### src/rtl/multu_hilo.sv
// Sequential unsigned shift-add multiplier with HI/LO result registers.
// Latency: 32 clocks (WIDTH) from the accepted MULTU edge to the HI/LO write, plus one DONE cycle.
// Backpressure: none; start is only sampled in IDLE and is dropped while a multiply is in flight.
//
// Ports:
//   clk      - system clock, all state changes on the rising edge
//   rst      - synchronous active-low reset (aborts any multiply in flight)
//   start    - request strobe, honoured only in IDLE together with Signal == MULTU
//   Signal   - 6-bit funct code shared with the ALU slices
//   dataA    - multiplicand, latched on the accepted start edge
//   dataB    - multiplier, latched on the accepted start edge
//   dataOut  - HI (MFHI), LO (MFLO) or zero, combinational from the result registers
//   busy     - high while the multiply iterates
//   done     - one-cycle pulse on the cycle after HI/LO are written
module multu_hilo #(
    parameter int unsigned WIDTH = 32,
    parameter logic [5:0]  MULTU = 6'b011001,
    parameter logic [5:0]  MFHI  = 6'b010000,
    parameter logic [5:0]  MFLO  = 6'b010010
) (
    input  logic             clk,
    input  logic             rst,
    input  logic             start,
    input  logic [5:0]       Signal,
    input  logic [WIDTH-1:0] dataA,
    input  logic [WIDTH-1:0] dataB,
    output logic [WIDTH-1:0] dataOut,
    output logic             busy,
    output logic             done
);

    localparam int unsigned CW = $clog2(WIDTH) + 1;
    localparam int unsigned PW = 2 * WIDTH + 1;

    typedef enum logic [1:0] {
        ST_IDLE = 2'd0,
        ST_RUN  = 2'd1,
        ST_DONE = 2'd2
    } state_t;

    state_t             state_q, state_d;
    logic [WIDTH-1:0]   mcand_q, mcand_d;
    logic [PW-1:0]      prod_q,  prod_d;
    logic [CW-1:0]      count_q, count_d;
    logic [WIDTH-1:0]   hi_q,    hi_d;
    logic [WIDTH-1:0]   lo_q,    lo_d;

    // One shift-add step. The upper half is WIDTH+1 bits wide so the
    // carry out of the add lands in the guard bit and is shifted down
    // rather than lost.
    logic [WIDTH:0]     upper_sum;
    logic [PW-1:0]      prod_step;

    always_comb begin
        upper_sum = prod_q[PW-1:WIDTH];
        if (prod_q[0]) begin
            upper_sum = prod_q[PW-1:WIDTH] + {1'b0, mcand_q};
        end
        prod_step = {1'b0, upper_sum, prod_q[WIDTH-1:1]};
    end

    // Next-state and register update logic.
    always_comb begin
        state_d = state_q;
        mcand_d = mcand_q;
        prod_d  = prod_q;
        count_d = count_q;
        hi_d    = hi_q;
        lo_d    = lo_q;

        unique case (state_q)
            ST_IDLE: begin
                if (start && (Signal == MULTU)) begin
                    mcand_d = dataA;
                    prod_d  = {1'b0, {WIDTH{1'b0}}, dataB};
                    count_d = '0;
                    state_d = ST_RUN;
                end
            end

            ST_RUN: begin
                prod_d  = prod_step;
                count_d = count_q + 1'b1;
                // Last iteration: commit both halves at once so readers
                // never observe a half-updated HI/LO pair.
                if (count_q == CW'(WIDTH - 1)) begin
                    hi_d    = prod_step[2*WIDTH-1:WIDTH];
                    lo_d    = prod_step[WIDTH-1:0];
                    state_d = ST_DONE;
                end
            end

            ST_DONE: begin
                state_d = ST_IDLE;
            end

            default: begin
                state_d = ST_IDLE;
            end
        endcase
    end

    always_ff @(posedge clk) begin
        if (!rst) begin
            state_q <= ST_IDLE;
            mcand_q <= '0;
            prod_q  <= '0;
            count_q <= '0;
            hi_q    <= '0;
            lo_q    <= '0;
        end else begin
            state_q <= state_d;
            mcand_q <= mcand_d;
            prod_q  <= prod_d;
            count_q <= count_d;
            hi_q    <= hi_d;
            lo_q    <= lo_d;
        end
    end

    assign busy = (state_q == ST_RUN);
    assign done = (state_q == ST_DONE);

    // Read-back mux feeding the shared result bus beside the ALU sum.
    always_comb begin
        dataOut = '0;
        if (Signal == MFHI) begin
            dataOut = hi_q;
        end else if (Signal == MFLO) begin
            dataOut = lo_q;
        end
    end

endmodule

### config.mk
export PLATFORM = sky130hd
export DESIGN_NAME = multu_hilo
export DESIGN_NICKNAME = d
export VERILOG_FILES = /design/src/rtl/multu_hilo.sv
export SDC_FILE = /design/constraint.sdc
export NUM_CORES = 1
export LEC_CHECK = 0
export BUFFER_PORTS_ARGS = -buffer_cell sky130_fd_sc_hd__buf_4
export CAP_MARGIN = 25
export CELL_PAD_IN_SITES_DETAIL_PLACEMENT = 1
export CELL_PAD_IN_SITES_GLOBAL_PLACEMENT = 2
export CORE_ASPECT_RATIO = 1.1
export CORE_MARGIN = 2
export CORE_UTILIZATION = 38
export CTS_CLUSTER_DIAMETER = 100
export DETAILED_ROUTE_END_ITERATION = 10
export PLACE_DENSITY_LB_ADDON = 0.25
export SETUP_SLACK_MARGIN = 0.1
export SLEW_MARGIN = 25
export SYNTH_ARGS = -nofsm -noshare
export SYNTH_HDL_FRONTEND = slang
export SYNTH_SLANG_ARGS = --single-unit
### constraint.sdc
create_clock -name clk -period 6.4 [get_ports clk]
set_input_delay 1.28 -clock clk [delete_from_list [all_inputs] [get_ports clk]]
set_output_delay 1.28 -clock clk [all_outputs]
set_load 0.05 [all_outputs]
==> key figures, run 1 <==
Worst setup path
  – FF-to-FF End: hi_q[19]
  – Origin of the worst setup path: Signal[5]
  – Critical Path Sink Type: output pin
  – CP bufs+invs: 2
  – Crit-path max cell delay: 0.75 ns
  – Slowest-stage cell, CP: or3_2
  – Cell Chain, Critical Path: buf_4, nor2_1, nand2_1, or3_2, nor2_1, buf_4
  – CP delay by family, top: simple AND/OR/NAND/NOR gates
  – CP max FO: 32
  – Critical path class: input port to output pin
  – Critical path depth in cells: 6
  – Register-to-register setup slack: 3.33 ns
  – CP required: 5.12 ns
  – CP arrival: 3.02 ns
  – End of the critical path: dataOut[18]
  – Startpoint types: input port
  – Worst r2r src: mcand_q[0]
  – R2R depth: 11

Timing
  – Slew margin rel.: 40.3%
  – Final min period: 4.30 ns
  – RSZ-0062 raised after global routing: no
  – F_max: 233 MHz
  – Setup violators final: 0
  – Tightest Pin Transition: 0.895 ns
  – Fin crit share: 67.1%
  – Final Max Slew Viols: 0
  – Setup_tns: 0 ns
  – Fin. Hold Viols: 0
  – Clock skew: 0.0119 ns

CTS
  – CTS tree: built
  – Buffer count from post-CTS setup fixing: 0
  – Clock root cell: clkbuf_16
  – Clock H-tree levels: 4
  – Clock transition at path regs: 0.07 ns
  – Number of clock sinks: 168
  – Clk_lat worst skew: 0.43 ns
  – Clock tree buffer depth: 2
  – Cts hold-fix bufs: 0
  – CTS buffer count: 17
  – PostCTS Resize Cnt: 0

Synth
  – Largest family of logic cells by synthesized area: compound AO/OA/AOI/OAI gates
  – Synth Area in XOR/XNOR: 2.91%
  – Post-Synthesis Cells: 1,015
  – Simple-gate share of the synthesized area: 17.4%
  – Synthesized area: 8440 sq um
  – Synth warn: 0
  – Compound-cell area share of the yosys netlist: 24.1%
  – Synthesized-area fraction occupied by adder cells: 5.13%
  – Avg Synthesized Cell Area: 8.31 sq um
  – Post-synthesis mux area share: 6.85%
  – Top FF cell, synth: dfxtp_1
  – Most frequent cells after synthesis: nand2_1, dfxtp_1, nor2_1, o21ai_0, a21boi_0
  – Area contributors post-synth: dfxtp_1, nand2_1, mux2i_1
  – Post-synth EDFFs: 0
  – Top-area cell type share of the netlist area: 39.9%
  – Synth Register Bits: 168
  – Synthesized net count: 1,122
  – Post-synthesis async set-or-reset flop share: 0%
  – Sequential share of the synthesized area: 39.9%
  – Most numerous cell in the Yosys netlist: nand2_1
  – Cell variety after synth: 63
  – Area leader, netlist: dfxtp_1

Placed design
  – HPWL after DPL: 16.0 mm
  – Placed instance count: 1,351
  – Port bufs: 106
  – RD Place Congestion: 0.817
  – Area post-placement: 9400 sq um

Power
  – P per Cell Area: 216 nW/um^2
  – Peak supply drop: 165 uV
  – Static Leak: 3.99 nW

Die
  – I/O Pins: 107
  – Core area: 22,000 sq um
  – Die area: 23,400 sq um
  – Die Wd: 146 microns
  – Initial core utilization: 38.4%
  – Die Span Y: 160 microns
  – Number of core rows: 57

Worst hold path
  – HP Class: flop to flop

Drt
  – Remaining routing DRC violations: 0
  – Final ANT Viol Nets: 0
  – 1st-iter DRT viols: 298
  – Routed WL per cell: 16.8 microns
  – Pre-antenna DRT Iters: 4
  – Final WL: 23.2 mm
  – Via count: 7,256
  – Drt via density: 5.25

Global routing
  – Gr usage total: 20.1%
  – First-pass GRT wire length: 38.6 mm
  – Vias in the first global route: 7,277
  – Largest net degree at the start of global routing: 76
  – Initial antenna violation count: 0
  – Gr ovfl total: 0

Cells and area
  – Design Area, Final: 9970 sq um
  – Post-synthesis to final-layout area growth: 18.1%
  – Antenna cells: 0
  – Layout Nets: 1,182
  – Post-layout util: 45.4%
  – Fillers: 2,707
  – Non-Filler Instances: 1,383
  – Layout cells sized above 1: 15.8%

Outcome
  – Outcome: finished clean

Job
  – Max_cap viols: 0
[worst min-delay path, stage by stage, from the launching register on]
cell and delay, ns:
dfxtp_1 0.31, nand2_1 0.05, a21boi_0 0.06
[cells in the final DEF, fill, tap and decap left out, types with 6 or more instances in the layout]
master and n:
inv_1 9, a21oi_1 48, and2_1 6, o211ai_1 6, o21ai_1 6, clkbuf_16 17
mux2i_1 54, a21o_1 10, ha_1 33, a21boi_0 65, nand3_1 12, nor2_1 111
o211a_1 11, o21ai_0 67, nand2_1 191, xnor2_1 18, a31oi_1 8, o221ai_1 32
buf_4 114, xor2_1 10, dfxtp_1 167
[metrics by stage]
step | worst slack [ns] | power (mW) | hold WS, ns
after floorplan | 2.37 | 1.12 | 0.434
after global placement | 2.02 | 1.17 | 0.452
after detailed placement | 2.10 | 1.17 | 0.459
after CTS | 2.09 | 2.18 | 0.469
after global routing | 2.02 | 2.23 | 0.489
final | 2.10 | 2.15 | 0.466
[flip-flops by register name, summed over array words and instances, names as in the netlist]
| signal | flops |
|---|---|
| count_q | 6 |
| hi_q | 32 |
| lo_q | 32 |
| mcand_q | 32 |
| prod_q | 64 |
| state_q | 2 |
[power by group]
| group | switching, mW | internal [mW] | total (mW) |
|---|---|---|---|
| Clock | 0.488 | 0.520 | 1.01 |
| Sequential | 0.00336 | 1.05 | 1.05 |
| Combinational | 0.0427 | 0.0477 | 0.0904 |
| Total | 0.534 | 1.62 | 2.15 |
[layer usage]
metal  routed length (microns)  track usage, %  vias up
met5                         0               0        -
met4                       235            5.03        0
met3                       659            2.73       18
met2                     10200            31.2      106
met1                     12100            29.5     3456
li1                          -               -     3676
[worst min path at each step]
stage / start / endpoint / cells past startpoint
4_1_cts: lo_q[12] / lo_q[12] / 2
2_1_floorplan: prod_q[55] / prod_q[55] / 2
3_5_place_dp: lo_q[25] / lo_q[25] / 2
3_3_place_gp: lo_q[21] / lo_q[21] / 2
6_report: lo_q[19] / lo_q[19] / 2
5_1_grt: lo_q[12] / lo_q[12] / 2
[area by class of cell]
cell class / instances / area (sq um) / area share [%]
multi-input cells: 765 / 4770 / 47.9
flip-flops and latches: 168 / 3360 / 33.8
repair buffers: 114 / 856 / 8.59
clock buffers: 17 / 425 / 4.27
well taps: 295 / 369 / 3.70
clock inverters: 15 / 146 / 1.47
inverters: 9 / 33.8 / 0.339
[logic make-up after synthesis]
group	count (synthesis)
adder cells (fa/ha/maj)	34
buffers and inverters	82
XOR/XNOR	28
AND/OR/NAND/NOR	357
multiplexers	57
AO/OA/AOI/OAI	289
flip-flops	168
Power figures use the tool's default switching activity.
==> run 2: changes to the inputs <==
ABC_AREA = 1   (was default)
CORE_UTILIZATION = 29   (was 38)
clock period = 3.7 ns   (was 6.4 ns; I/O delays follow)
==> run 2 against run 1 <==
Compared with the run above:
- global-route usage shrank 1.2 points
- final area rose by 15%
- hold slack improved by 0.0022 ns
- combinational power is 99% higher
- setup slack got worse by 1.1 ns
- clock-buffer cell count did not move
- critical endpoint is now dataOut[8]
- largest cell class unchanged
- largest power group unchanged
- highest routed layer unchanged
==> key figures, run 2 <==
Synth
  – Synthesized net count: 1,621 (+44%)
  – Post-synth EDFFs: 0 (unchanged)
  – Cell variety after synth: 49 (-22%)
  – Synth warn: 0 (unchanged)
  – Synth Register Bits: 168 (unchanged)
  – Top FF cell, synth: dfxtp_1
  – Synthesized area: 9790 sq um (+16%)
  – Most frequent cells after synthesis: nand2_1, inv_1, dfxtp_1, nor2_1, o21ai_0
  – Top-area cell type share of the netlist area: 34.4% (-5.5 points)
  – Sequential share of the synthesized area: 34.4% (-5.5 points)
  – Post-Synthesis Cells: 1,514 (+49%)
  – Post-synthesis async set-or-reset flop share: 0% (unchanged)
  – Area leader, netlist: dfxtp_1
  – Area contributors post-synth: dfxtp_1, nand2_1, inv_1
  – Most numerous cell in the Yosys netlist: nand2_1
  – Avg Synthesized Cell Area: 6.46 sq um (-22%)

Die
  – Number of core rows: 70 (+23%)
  – Initial core utilization: 29.4% (-9.0 points)
  – Die Wd: 179 microns (+23%)
  – I/O Pins: 107 (unchanged)
  – Die Span Y: 197 microns (+23%)
  – Core area: 33,300 sq um (+52%)
  – Die area: 35,200 sq um (+50%)

Timing
  – Fin crit share: 73.6%
  – Setup violators final: 0 (unchanged)
  – Fin. Hold Viols: 0 (unchanged)
  – Clock skew: 0.0123 ns (+0.000336 ns)
  – Tightest Pin Transition: 0.792 ns (-0.104 ns)
  – Final Max Slew Viols: 0 (unchanged)
  – Slew margin rel.: 47.2% (+6.9 points)
  – Setup_tns: 0 ns (unchanged)
  – Final min period: 2.72 ns
  – RSZ-0062 raised after global routing: no
  – F_max: 367 MHz

Cells and area
  – Most frequent cells in the layout: nand2_1, inv_1, dfxtp_1
  – Post-synthesis to final-layout area growth: 16.7%
  – Leading cell type in the layout, fill and taps excluded: nand2_1
  – Layout Nets: 1,692 (+43%)
  – Antenna cells: 0 (unchanged)
  – Max reg flops: 64 (unchanged)
  – Layout cells sized above 1: 12.1% (-3.7 points)
  – Post-layout util: 34.3% (-11 points)
  – Largest Register: prod_q

CTS
  – Clk_lat worst skew: 0.44 ns (about the same)
  – Cts hold-fix bufs: 0 (unchanged)
  – CTS tree: built
  – Clock root cell: clkbuf_16
  – Clock H-tree levels: 4 (unchanged)
  – CTS buffer count: 17 (unchanged)
  – Number of clock sinks: 168 (unchanged)
  – PostCTS Resize Cnt: 0 (unchanged)
  – Clock transition at path regs: 0.07 ns (about the same)
  – Clock tree buffer depth: 2 (unchanged)
  – Buffer count from post-CTS setup fixing: 0 (unchanged)

Global routing
  – Vias in the first global route: 9,626 (+32%)
  – Initial antenna violation count: 0 (unchanged)
  – Gr ovfl total: 0 (unchanged)
  – Largest net degree at the start of global routing: 72 (-5.3%)
  – First-pass GRT wire length: 51.9 mm (+35%)
  – Gr usage total: 18.9% (-1.2 points)

Power
  – Peak supply drop: 294 uV (+78%)
  – Static Leak: 5.57 nW (+40%)
  – P per Cell Area: 333 nW/um^2 (+54%)

Drt
  – Final WL: 32.2 mm (+39%)
  – Remaining routing DRC violations: 0 (unchanged)
  – Final ANT Viol Nets: 0 (unchanged)
  – Drt via density: 4.62 (-12%)
  – Via count: 9,377 (+29%)
  – Pre-antenna DRT Iters: 5 (+1)
  – Routed WL per cell: 15.9 microns (-5.3%)
  – 1st-iter DRT viols: 477 (+60%)

Outcome
  – Outcome: finished clean

Worst setup path
  – Worst r2r src: count_q[0]
  – CP max FO: 32 (unchanged)
  – R2R depth: 12 (+1)
  – Register-to-register setup slack: 1.28 ns (-2.05 ns)
  – Critical path class: input port to output pin
  – CP required: 2.96 ns (-2.16 ns)
  – Startpoint types: input port
  – FF-to-FF End: hi_q[26]
  – Critical Path Sink Type: output pin
  – CP arrival: 1.98 ns (-1.04 ns)

Worst hold path
  – Hold Path Depth: 2 (unchanged)
  – HP Class: flop to flop
  – Hold Path Origin: lo_q[6]
  – Hold endpoint: lo_q[6]

Placed design
  – Port bufs: 106 (unchanged)
  – RD Place Congestion: 0.850 (+4.1%)
  – HPWL after DPL: 24.0 mm (+50%)

Job
  – Max_cap viols: 0 (unchanged)
## run 2: cell types whose count changed after synthesis, moves of 51 or more
cell and delta:
o21ai_1 +51, nand3_1 +77, nand2_1 +161, mux2i_1 -52
a21boi_0 -65, inv_1 +287
## run 2: how the worst max path moves through the flow
stage	from	endpoint	slack [ns]	depth (start not counted)
after detailed placement	Signal[5]	dataOut[8]	1.01	6
after global routing	Signal[5]	dataOut[29]	0.86	6
final	Signal[5]	dataOut[8]	0.98	6
after global placement	Signal[5]	dataOut[28]	1.09	6
after CTS	Signal[5]	dataOut[8]	1.01	6
after floorplan	Signal[5]	dataOut[10]	0.84	4
## run 2: cell type report
| type | count | area (sq um) |
|---|---|---|
| multi-input cells | 975 | 4910 |
| repair buffers | 116 | 871 |
| fillers | 4329 | 21900 |
| flip-flops and latches | 168 | 3360 |
| clock inverters | 13 | 148 |
| inverters | 307 | 1160 |
| well taps | 432 | 541 |
| clock buffers | 17 | 425 |
## run 2: logic make-up after synthesis
group / Yosys count / synth area share [%]
multiplexers: 2 / 0.205
AO/OA/AOI/OAI: 299 / 17.5
buffers and inverters: 371 / 15.4
flip-flops: 168 / 34.4
AND/OR/NAND/NOR: 625 / 26.7
adder cells (fa/ha/maj): 34 / 4.42
XOR/XNOR: 15 / 1.42
## run 2: metrics by stage
| stage | hold slack [ns] | total power [mW] | cell area [sq um] | instances | setup WS [ns] |
|---|---|---|---|---|---|
| 3_3_place_gp | 0.446 | 2.04 | 10800 | 1998 | 1.09 |
| 3_5_place_dp | 0.451 | 2.05 | 10800 | 1998 | 1.01 |
| 5_1_grt | 0.499 | 3.95 | 11400 | 2028 | 0.862 |
| 2_1_floorplan | 0.428 | 1.95 | 9790 | 1514 | 0.836 |
| 4_1_cts | 0.472 | 3.86 | 11400 | 2028 | 1.01 |
| 6_report | 0.468 | 3.81 | 11400 | 2028 | 0.976 |
## run 2: worst max-delay path, stage by stage
cell     delay [ns]
buf_4          0.12
nor3_1         0.25
nand3_1        0.12
buf_4          0.27
o22ai_1        0.23
buf_4          0.23
## run 2: per-layer routing
layer	GRT usage, %	routed length [microns]	vias to the layer above
met5	0	0	-
met4	4.54	439	0
met3	2.35	896	25
met2	30.1	14200	125
met1	27.0	16700	4344
li1	-	-	4883
## run 2: where the power goes
group	internal, mW	leakage [nW]	switching (mW)
sequential	1.82	1.35	0.00490
combinational	0.0801	3.94	0.100
clock	0.997	0.274	0.808
